**config.mk**
```make
export PLATFORM = sky130hd
export DESIGN_NAME = des_key_scheduler_flat
export DESIGN_NICKNAME = d
export VERILOG_FILES = /design/src/rtl/des_key_scheduler_pkg.sv /design/src/rtl/des_key_scheduler_if.sv /design/src/rtl/des_key_scheduler_pc2.sv /design/src/rtl/des_key_scheduler.sv /design/src/flat_wrapper.sv
export SDC_FILE = /design/constraint.sdc
export NUM_CORES = 1
export LEC_CHECK = 0
export ABC_AREA = 1
export BUFFER_PORTS_ARGS = -buffer_cell sky130_fd_sc_hd__buf_2
export CORE_MARGIN = 2
export CORE_UTILIZATION = 40
export CTS_CLUSTER_DIAMETER = 60
export DETAILED_ROUTE_END_ITERATION = 6
export PLACE_DENSITY = 0.69
export SLEW_MARGIN = 20
export SYNTH_ARGS = -nofsm -noshare
export SYNTH_HDL_FRONTEND = slang
export SYNTH_SLANG_ARGS = --single-unit
```
**constraint.sdc**
```tcl
create_clock -name clk -period 2.5 [get_ports clk]
set_input_delay 0.25 -clock clk [delete_from_list [all_inputs] [get_ports clk]]
set_output_delay 0.25 -clock clk [all_outputs]
set_load 0.01 [all_outputs]
```
**src/rtl/des_key_scheduler_pkg.sv**
```systemverilog
// Shared tables, rotate helpers and FSM state type for the sequential DES/3DES key scheduler.
// Table entries use DES numbering: bit 1 is the MSB of the source vector.
package des_key_scheduler_pkg;

    typedef enum logic [1:0] {
        IDLE,
        LOAD,
        EMIT
    } state_e;

    localparam int PC1_TAB [56] = '{
        57, 49, 41, 33, 25, 17,  9,  1, 58, 50, 42, 34, 26, 18,
        10,  2, 59, 51, 43, 35, 27, 19, 11,  3, 60, 52, 44, 36,
        63, 55, 47, 39, 31, 23, 15,  7, 62, 54, 46, 38, 30, 22,
        14,  6, 61, 53, 45, 37, 29, 21, 13,  5, 28, 20, 12,  4
    };

    localparam int PC2_TAB [48] = '{
        14, 17, 11, 24,  1,  5,  3, 28, 15,  6, 21, 10,
        23, 19, 12,  4, 26,  8, 16,  7, 27, 20, 13,  2,
        41, 52, 31, 37, 47, 55, 30, 40, 51, 45, 33, 48,
        44, 49, 39, 56, 34, 53, 46, 42, 50, 36, 29, 32
    };

    localparam logic [1:0] SHIFT_TAB [16] = '{
        2'd1, 2'd1, 2'd2, 2'd2, 2'd2, 2'd2, 2'd2, 2'd2,
        2'd1, 2'd2, 2'd2, 2'd2, 2'd2, 2'd2, 2'd2, 2'd1
    };

    function automatic logic [27:0] rotl28(input logic [27:0] x, input logic [1:0] n);
        return (n == 2'd2) ? {x[25:0], x[27:26]} :
               (n == 2'd1) ? {x[26:0], x[27]} : x;
    endfunction

    function automatic logic [27:0] rotr28(input logic [27:0] x, input logic [1:0] n);
        return (n == 2'd2) ? {x[1:0], x[27:2]} :
               (n == 2'd1) ? {x[0], x[27:1]} : x;
    endfunction

    // Parity bits (8, 16, ..., 64) are simply never selected.
    function automatic logic [55:0] pc1(input logic [63:0] k);
        logic [55:0] r;
        r = '0;
        for (int i = 0; i < 56; i++) begin
            r[55-i] = k[64-PC1_TAB[i]];
        end
        return r;
    endfunction

endpackage

```
**src/rtl/des_key_scheduler_if.sv**
```systemverilog
// Key request and subkey stream signals between the key register file, the scheduler and the round core.
interface des_key_scheduler_if #(
    parameter int NUM_KEYS = 3
);
    logic                    key_valid;
    logic                    key_ready;
    logic [64*NUM_KEYS-1:0]  key;
    logic                    decrypt;
    logic                    sk_valid;
    logic                    sk_ready;
    logic [47:0]             subkey;
    logic [3:0]              sk_round;
    logic [1:0]              sk_stage;
    logic                    sk_decrypt;
    logic                    sk_last;
    logic                    busy;

    modport slave (
        input  key_valid, key, decrypt, sk_ready,
        output key_ready, sk_valid, subkey, sk_round, sk_stage, sk_decrypt, sk_last, busy
    );

    modport master (
        output key_valid, key, decrypt, sk_ready,
        input  key_ready, sk_valid, subkey, sk_round, sk_stage, sk_decrypt, sk_last, busy
    );
endinterface

```
**src/rtl/des_key_scheduler_pc2.sv**
```systemverilog
// PC2 compression: selects 48 of the 56 C/D bits to form one round subkey.
module des_pc2 (
    input  logic [55:0] cd_i,
    output logic [47:0] subkey_o
);
    import des_key_scheduler_pkg::*;

    for (genvar gi = 0; gi < 48; gi++) begin : g_pc2
        assign subkey_o[47-gi] = cd_i[56-PC2_TAB[gi]];
    end
endmodule

```
**src/rtl/des_key_scheduler.sv**
```systemverilog
// Streams the 16 round subkeys of each DES stage of a single-DES or EDE 3DES request,
// one per handshake, walking C/D forward for encrypt stages and backward for decrypt stages.
module des_key_scheduler #(
    parameter int NUM_KEYS = 3
) (
    input  logic              clk,
    input  logic              reset,
    des_key_scheduler_if.slave kif
);
    import des_key_scheduler_pkg::*;

    localparam int         NUM_STAGES = (NUM_KEYS == 1) ? 1 : 3;
    localparam logic [1:0] LAST_STAGE = 2'(NUM_STAGES - 1);

    state_e                 state_q;
    logic [64*NUM_KEYS-1:0] key_q;
    logic                   decrypt_q;
    logic [55:0]            cd_q;
    logic [3:0]             round_q;
    logic [1:0]             stage_q;
    logic                   dir_q;
    logic                   sk_valid_q;
    logic                   sk_last_q;
    logic                   key_ready_q;
    logic                   busy_q;

    logic [63:0]            keys [3];
    logic [1:0]             key_idx;
    logic                   stage_dir;
    logic [55:0]            stage_pc1;
    logic [47:0]            subkey;

    // Slot 2 (K3) wraps onto K1 for two-key 3DES; single DES maps every slot to K1.
    for (genvar gi = 0; gi < 3; gi++) begin : g_keys
        assign keys[gi] = key_q[64*(gi % NUM_KEYS) +: 64];
    end

    // Encrypt plan K1/K2/K3 as E/D/E, decrypt plan K3/K2/K1 as D/E/D.
    always_comb begin
        key_idx   = decrypt_q ? (2'd2 - stage_q) : stage_q;
        stage_dir = decrypt_q ^ (stage_q == 2'd1);
    end

    assign stage_pc1 = pc1(keys[key_idx]);

    always_ff @(posedge clk) begin
        if (reset) begin
            state_q     <= IDLE;
            key_q       <= '0;
            decrypt_q   <= 1'b0;
            cd_q        <= '0;
            round_q     <= '0;
            stage_q     <= '0;
            dir_q       <= 1'b0;
            sk_valid_q  <= 1'b0;
            sk_last_q   <= 1'b0;
            key_ready_q <= 1'b1;
            busy_q      <= 1'b0;
        end else begin
            case (state_q)
                IDLE: begin
                    if (kif.key_valid && key_ready_q) begin
                        key_q       <= kif.key;
                        decrypt_q   <= kif.decrypt;
                        stage_q     <= '0;
                        key_ready_q <= 1'b0;
                        busy_q      <= 1'b1;
                        state_q     <= LOAD;
                    end
                end
                LOAD: begin
                    // PC1(K) is C16/D16 as well as C0/D0, so decrypt starts unrotated.
                    cd_q       <= stage_dir ? stage_pc1
                                            : {rotl28(stage_pc1[55:28], SHIFT_TAB[0]),
                                               rotl28(stage_pc1[27:0],  SHIFT_TAB[0])};
                    dir_q      <= stage_dir;
                    round_q    <= '0;
                    sk_valid_q <= 1'b1;
                    sk_last_q  <= 1'b0;
                    state_q    <= EMIT;
                end
                EMIT: begin
                    if (kif.sk_ready) begin
                        if (dir_q) begin
                            cd_q <= {rotr28(cd_q[55:28], SHIFT_TAB[4'd15 - round_q]),
                                     rotr28(cd_q[27:0],  SHIFT_TAB[4'd15 - round_q])};
                        end else begin
                            cd_q <= {rotl28(cd_q[55:28], SHIFT_TAB[round_q + 4'd1]),
                                     rotl28(cd_q[27:0],  SHIFT_TAB[round_q + 4'd1])};
                        end
                        round_q   <= round_q + 4'd1;
                        sk_last_q <= (round_q == 4'd14) && (stage_q == LAST_STAGE);
                        if (round_q == 4'd15) begin
                            sk_valid_q <= 1'b0;
                            sk_last_q  <= 1'b0;
                            if (stage_q != LAST_STAGE) begin
                                stage_q <= stage_q + 2'd1;
                                state_q <= LOAD;
                            end else begin
                                key_ready_q <= 1'b1;
                                busy_q      <= 1'b0;
                                state_q     <= IDLE;
                            end
                        end
                    end
                end
                default: state_q <= IDLE;
            endcase
        end
    end

    des_pc2 u_pc2 (
        .cd_i     (cd_q),
        .subkey_o (subkey)
    );

    assign kif.key_ready  = key_ready_q;
    assign kif.busy       = busy_q;
    assign kif.sk_valid   = sk_valid_q;
    assign kif.subkey     = subkey;
    assign kif.sk_round   = round_q;
    assign kif.sk_stage   = stage_q;
    assign kif.sk_decrypt = dir_q;
    assign kif.sk_last    = sk_last_q;
endmodule
```
**src/flat_wrapper.sv**
```systemverilog
// flat-port wrapper written by rule: the top's interface ports become plain ports
module des_key_scheduler_flat import des_key_scheduler_pkg::*;
#(
    parameter int NUM_KEYS = 3
)
  (clk, reset, kif_key_valid, kif_key, kif_decrypt, kif_sk_ready, kif_key_ready, kif_sk_valid, kif_subkey, kif_sk_round, kif_sk_stage, kif_sk_decrypt, kif_sk_last, kif_busy);
  des_key_scheduler_if #(.NUM_KEYS(NUM_KEYS)) kif_i ();
  input  logic clk;
  input  logic reset;
  input wire logic [$bits(kif_i.key_valid)-1:0] kif_key_valid;
  input wire logic [$bits(kif_i.key)-1:0] kif_key;
  input wire logic [$bits(kif_i.decrypt)-1:0] kif_decrypt;
  input wire logic [$bits(kif_i.sk_ready)-1:0] kif_sk_ready;
  output wire logic [$bits(kif_i.key_ready)-1:0] kif_key_ready;
  output wire logic [$bits(kif_i.sk_valid)-1:0] kif_sk_valid;
  output wire logic [$bits(kif_i.subkey)-1:0] kif_subkey;
  output wire logic [$bits(kif_i.sk_round)-1:0] kif_sk_round;
  output wire logic [$bits(kif_i.sk_stage)-1:0] kif_sk_stage;
  output wire logic [$bits(kif_i.sk_decrypt)-1:0] kif_sk_decrypt;
  output wire logic [$bits(kif_i.sk_last)-1:0] kif_sk_last;
  output wire logic [$bits(kif_i.busy)-1:0] kif_busy;
  assign kif_i.key_valid = kif_key_valid;
  assign kif_i.key = kif_key;
  assign kif_i.decrypt = kif_decrypt;
  assign kif_i.sk_ready = kif_sk_ready;
  assign kif_key_ready = kif_i.key_ready;
  assign kif_sk_valid = kif_i.sk_valid;
  assign kif_subkey = kif_i.subkey;
  assign kif_sk_round = kif_i.sk_round;
  assign kif_sk_stage = kif_i.sk_stage;
  assign kif_sk_decrypt = kif_i.sk_decrypt;
  assign kif_sk_last = kif_i.sk_last;
  assign kif_busy = kif_i.busy;
  des_key_scheduler #(.NUM_KEYS(NUM_KEYS)) u_core (.clk(clk), .reset(reset), .kif(kif_i));
endmodule
```
* Word level (Yosys, flattened, before mapping) *
Memories as Yosys holds them, arrays and structs flattened.
Cells that the tools add are included.

word-level totals
  input port bits = 197
  memories kept = 2
  logic and storage cells = 102
  flip-flop bits (word level) = 262
  ROM bits = 64
  output and inout port bits = 59

memories
  name             depth  bits a word  rd ports  clocked after Yosys merged registers in  write ports  RTL line                 text
  (no name shown)  16     2            1         0                                        0            des_key_scheduler.sv:88  cd_q <= {rotl28(cd_q[55:28], SHIFT_TAB[round_q + 4'd1]),
  (no name shown)  16     2            1         0                                        0            des_key_scheduler.sv:85  cd_q <= {rotr28(cd_q[55:28], SHIFT_TAB[4'd15 - round_q]),

cells by class
  add/sub/neg operators = 4
  multiplexer cells = 48
  $lt $le $gt $ge = 3
  bitwise gates (word level) = 4
  equality and inequality tests = 18
  reduce and logical (&&, ||, !) cells = 12

operator list
  kind                                                                     count
  28-bit two-way mux                                                       8
  56-bit two-way mux                                                       3
  64-bit binary-select mux with 2-bit select                               1
  64-bit two-way mux                                                       2
  56-bit one-hot mux with 2 select lines                                   1
  2-bit two-way mux                                                        12
  1-bit two-way mux                                                        13
  5-bit greater-or-equal comparator, second input constant                 2
  4-bit inverter with 5-bit output                                         2
  5-bit AND reduction                                                      2
  2-bit by 1-bit == test with 1-bit output, second input constant          4
  2-bit == test, second input constant                                     4
  4-bit == test, second input constant                                     2
  1-bit one-hot mux with 2 select lines                                    4
  4-bit one-hot mux with 2 select lines                                    1
  2-bit by 1-bit inequality test with 1-bit output, second input constant  3
  2-bit inequality test, second input constant                             3
  2-bit one-hot mux with 3 select lines                                    1
  3-bit AND reduction                                                      2
  4-bit by 1-bit adder with 4-bit output, second input constant            1
  4-bit two-way mux                                                        1
  4-bit by 1-bit inequality test with 1-bit output, second input constant  1
  4-bit inequality test, second input constant                             1
  2-bit one-hot mux with 2 select lines                                    1
  11 further kinds                                                         14

* Logic depth before layout (Yosys ltp) *
  depth in word-level cells = 11
  mapped depth = 16
  mapped depth without buffers = 14

* By module *
Synthesis repeated with hierarchy kept, for this count alone.

unflattened totals
  cell total of the unflattened synthesis = 2408
  area total of the unflattened synthesis = 14656.6 um^2

modules (own cells, without submodules)
  module             area each (um^2)  times used  cells each  sequential area each (um^2)
  des_key_scheduler  14296.2           1           2360        4764.6
  des_pc2            360.3             1           48          0.0

* Worst setup path before layout *
OpenSTA, ideal clock, no wires.

  path type = register to register
  from = register u_core.stage_q[0], in the netlist u_core.kif.sk_stage[0]
  to = register u_core.cd_q[0]
  arrival time = 2.323 ns
  setup time = 0.132 ns
  data required time = 2.368 ns
  setup slack = 0.045 ns
  clock period less this slack = 2.455 ns
  cell stages (with the launch flop) = 14
  path buffers = 3
  cells stage by stage = dfxtp_1 clkinv_1 clkbuf_1 ha_1 inv_1 nand2_1 o21ai_0 clkbuf_1 clkbuf_1 o21ai_0 a21oi_1 nand2_1 nand3_1 a21oi_1

between the ends
  word-level cells in the longest chain between the ends = 8
  elaborated cells on any way between the ends = 10
  classes of those cells = 1 x add/sub; 1 x eq/ne; 6 x mux; 2 x bitwise

RTL lines
  what                                                    RTL line                 text
  start: declaration                                      des_key_scheduler.sv:20  logic [1:0] stage_q;
  start signal: assignment                                des_key_scheduler.sv:97  stage_q <= stage_q + 2'd1;
  2-bit subtractor                                        des_key_scheduler.sv:40  key_idx = decrypt_q ? (2'd2 - stage_q) : stage_q;
  2-bit two-way mux                                       des_key_scheduler.sv:40
  2-bit inverter with 3-bit output (implied by the code)  des_key_scheduler.sv:44  assign stage_pc1 = pc1(keys[key_idx]);
  64-bit binary-select mux with 2-bit select              des_key_scheduler.sv:44
  64-bit two-way mux (implied by the code) (2 in a row)   des_key_scheduler.sv:44
  56-bit two-way mux *                                    des_key_scheduler.sv:73  cd_q <= stage_dir ? stage_pc1
  56-bit one-hot mux with 2 select lines *                des_key_scheduler.sv:60  case (state_q)
  end signal: assignment                                  des_key_scheduler.sv:73
  end signal: assignment                                  des_key_scheduler.sv:85
  end signal: assignment                                  des_key_scheduler.sv:88
  end: declaration                                        des_key_scheduler.sv:18  logic [55:0] cd_q;

Every way passes the cells marked *; elsewhere a longest branch is shown, timed or not. The select of a mux whose other input is x is not followed.
A chain may end at the register's enable or synchronous reset.

==> metrics.md <==
| Metric | Value |
|---|---|
| Crit Path Class | register to register |
| GP Congestion | 0.8815 |
| Starting density of the core | around two fifths |
| Critical path's top delay family | compound AO/OA/AOI/OAI gates |
| TritonRoute pass-1 iters | 6 |
| Top cells by count, synth | 640 x nand2_1, 334 x nand3_1, 249 x nor2_1 |
| Worst path cell trace | ha_1 -> nand2_2 -> inv_2 -> nand2_1 -> nand2_1 -> inv_1 -> nor2_2 -> nand2_1 -> a21oi_2 -> nand2_8 -> buf_4 -> o21ai_0 -> a21oi_1 |
| Max Clk Rate | 0.4263 GHz |
| Pleak | about 8.2 nW |
| Rows | 68 |
| Final core occ | 51.68% |
| Total global-route track usage | 26.73% |
| Reg2reg setup slack | roughly 0.15 ns |
| First-pass GRT wire length | approximately 78000 um |
| CTS tree | yes |
| Cell Pwr Density | 1363 mW/mm2 |
| Clk slew on worst S/H paths | around 0.06 ns |
| Max-slew headroom | about 48% |
| Final net count | between 2000 and 3000 |
| Share of layout cells above drive strength 1 | between 10% and 20% |
| Main synth FF type | dfxtp_1 |
| Drt via density | around 5.2 |
| Sequential area share after synthesis | between 30% and 40% |
| Final worst slack | between 0.15 and 0.2 ns |
| Minimum clock period after layout | 2.346 ns |
| VDD IR max | about 0.95 mV |
| Critical Path AT | 2.79 ns |
| Clock Tree Buf Depth | 3 |
| Period utilization | 93.82% |
| Yosys cell types | 25 |
| Top-count cell post-synth | nand2_1 |
| Run status | complete, no violations |
| #FFs+latches synth | approximately 240 |
| Die X | roughly 190 um |
| CP dominant cell by count | nand2_1 |
| Port Buffers | 231 |
| Vias in the first global route | 14490 |
| Total CTS buffers | 31 |
| Die area | between 0.03 and 0.04 mm2 |
| Io pins | 256 |
| Residual DRC count | 0 |
| WP data required | roughly 3 ns |
| Largest net degree at the start of global routing | between 100 and 150 |
| Post-Place Setup Slack | about 0.07 ns |
| Total Routed Length | a little under 50000 um |
| Root buf cell | clkbuf_16 |
| CTS sink count | between 200 and 250 |
| Antenna Nets Post-Route | 0 |
| Crit Path Max Fanout | 28 |
| Syn nets | 2483 |
| Synth Cell Area | around 0.014 mm2 |
| Fin. Hold Viols | 0 |
| Diodes inserted | 0 |
| Crit-path slowest cell | dfxtp_1 |
| Ranking of synthesized cells by area | dfxtp_1 35%, nand2_1 17%, nand3_1 12% |
| Delay of the slowest critical-path stage | 0.42 ns |
| Async SR Flop Fraction | 0% |
| Measured slew at the worst slew-check pin | between 0.7 and 0.8 ns |
| Area share of the largest cell type after synthesis | ~35% |
| DP HPWL | ~30000 um |
| CP Launch Type | register |
| Yosys top cell by area | dfxtp_1 |
| Die height | approximately 190 um |
| Post-Syn Instances | roughly 2300 |
| Buf+Inv Stages, Crit Path | 3 |
| Syn-to-layout area delta | 28.38% |
| Initial antenna violation count | 0 |
| H-tree depth | 1 |
| Starting DRT DRC Count | approximately 1500 |
| Yosys Warn Count | 0 |
| Pins over their slew limit | 0 |
| Fillers | between 3000 and 4000 |
| Skew-Pair Late Insertion Delay | roughly 0.57 ns |
| Core footprint | between 0.03 and 0.04 mm2 |
| Post-synth EDFFs | 0 |
| Worst clock skew | between 0.01 and 0.015 ns |
| Max-Cap Viols | 0 |
| WL/cell | 16.48 um |
| Gr ovfl total | 0 |
| Final setup TNS | 0 ns |
| Placed instance count | about 2800 |
| RSZ-0062 raised after global routing | no |
| Synth Area per Inst | ~6 um2 |
| Final setup viols | 0 |
| Worst setup EP type | register |
| Vias | 15800 |
| Hold crit path type | primary input to register |
| Non-filler cells, final | 3012 |
[per-stage QoR]
| stage | cell area [um2] | hold WS (ns) | power [mW] |
|---|---|---|---|
| 2_1_floorplan | 13800 | 0.3980 | 15.24 |
| 3_3_place_gp | 15010 | 0.4329 | 18.55 |
| 3_5_place_dp | 15010 | 0.4387 | 18.83 |
| 4_1_cts | 17650 | 0.002506 | 23.72 |
| 5_1_grt | 17720 | 0.03334 | 26.05 |
| 6_report | 17720 | 0.01208 | 24.16 |
[cell usage in the layout (no fill, tap or decap), drive strengths merged, types with 2 or more instances in the layout]
cell type	n
a211oi	2
a21oi	125
buf	288
bufinv	4
clkbuf	39
clkinv	7
clkinvlp	2
dfxtp	238
dlygate4sd3	156
ha	8
inv	193
nand2	642
nand3	334
nand4	2
nor2	251
o21ai	248
o31ai	15
[worst reg2reg max path, cell delays in order, from the launching register on]
cell and delay (ns):
dfxtp_1 0.42, ha_1 0.22, nand2_2 0.11, inv_2 0.07, nand2_1 0.07, nand2_1 0.07
inv_1 0.06, nor2_2 0.10, nand2_1 0.09, a21oi_2 0.25, nand2_8 0.13, buf_4 0.25
o21ai_0 0.32, a21oi_1 0.09
[flip-flops by register name (all words and copies together), names as in the netlist]
signal and flops:
u_core.kif.busy 1, u_core.state_q 2, u_core.decrypt_q 1, u_core.kif.sk_round 4
u_core.kif.sk_stage 2, u_core.kif.sk_last 1, u_core.kif.sk_valid 1, u_core.key_q 168
u_core.cd_q 56, u_core.kif.key_ready 1, u_core.kif.sk_decrypt 1
[area by class of cell]
class,instances,area [um2],area share [%]
clock buffers,37,838.3,4.731
clock inverters,20,242.7,1.370
inverters,186,703.2,3.968
multi-input cells,1630,7231,40.81
flip-flops and latches,238,4770,26.92
well taps,455,569.3,3.213
repair buffers,446,3366,18.99
[power breakdown]
group	internal (mW)	total [mW]	switching, mW
clock network	2.83	4.69	1.86
registers	5.51	6.38	0.876
logic	4.28	13.1	8.80
[cell families (layout without fill, tap and decap cells)]
kind of cell | after synthesis | after routing | share of synthesized area [%]
XOR/XNOR | 1 | 1 | 0.06347
adder cells (fa/ha/maj) | 8 | 8 | 0.7253
AO/OA/AOI/OAI | 391 | 391 | 14.53
buffers and inverters | 410 | 689 | 13.54
flip-flops | 238 | 238 | 34.52
AND/OR/NAND/NOR | 1230 | 1230 | 36.61
[what timing repair did]
item,in CTS,in global routing
hold buffers,156,0
endpoints found under the hold margin,156,0
setup buffers,0,0
resized for setup,0,6
setup endpoints to repair,0,25
[routing by layer]
layer,GRT usage (%),part of all wire (%),up-vias
li1,-,-,7747
met1,37.35,44,7189
met2,42.66,45,777
met3,4.280,8.8,89
met4,7.454,2.7,0
met5,0,0,-
[final timing paths]
check	start	end	depth (start not counted)
setup / recovery	u_core.kif.sk_round[0]$_SDFFE_PP0P_	u_core.key_q[23]$_SDFFE_PP0P_	13
hold / removal	kif_key[18]	u_core.key_q[18]$_SDFFE_PP0P_	3
setup reg to reg	u_core.kif.sk_round[0]$_SDFFE_PP0P_	u_core.key_q[23]$_SDFFE_PP0P_	13
hold reg to reg	u_core.key_q[33]$_SDFFE_PP0P_	u_core.key_q[33]$_SDFFE_PP0P_	2
Power figures use the tool's default switching activity.
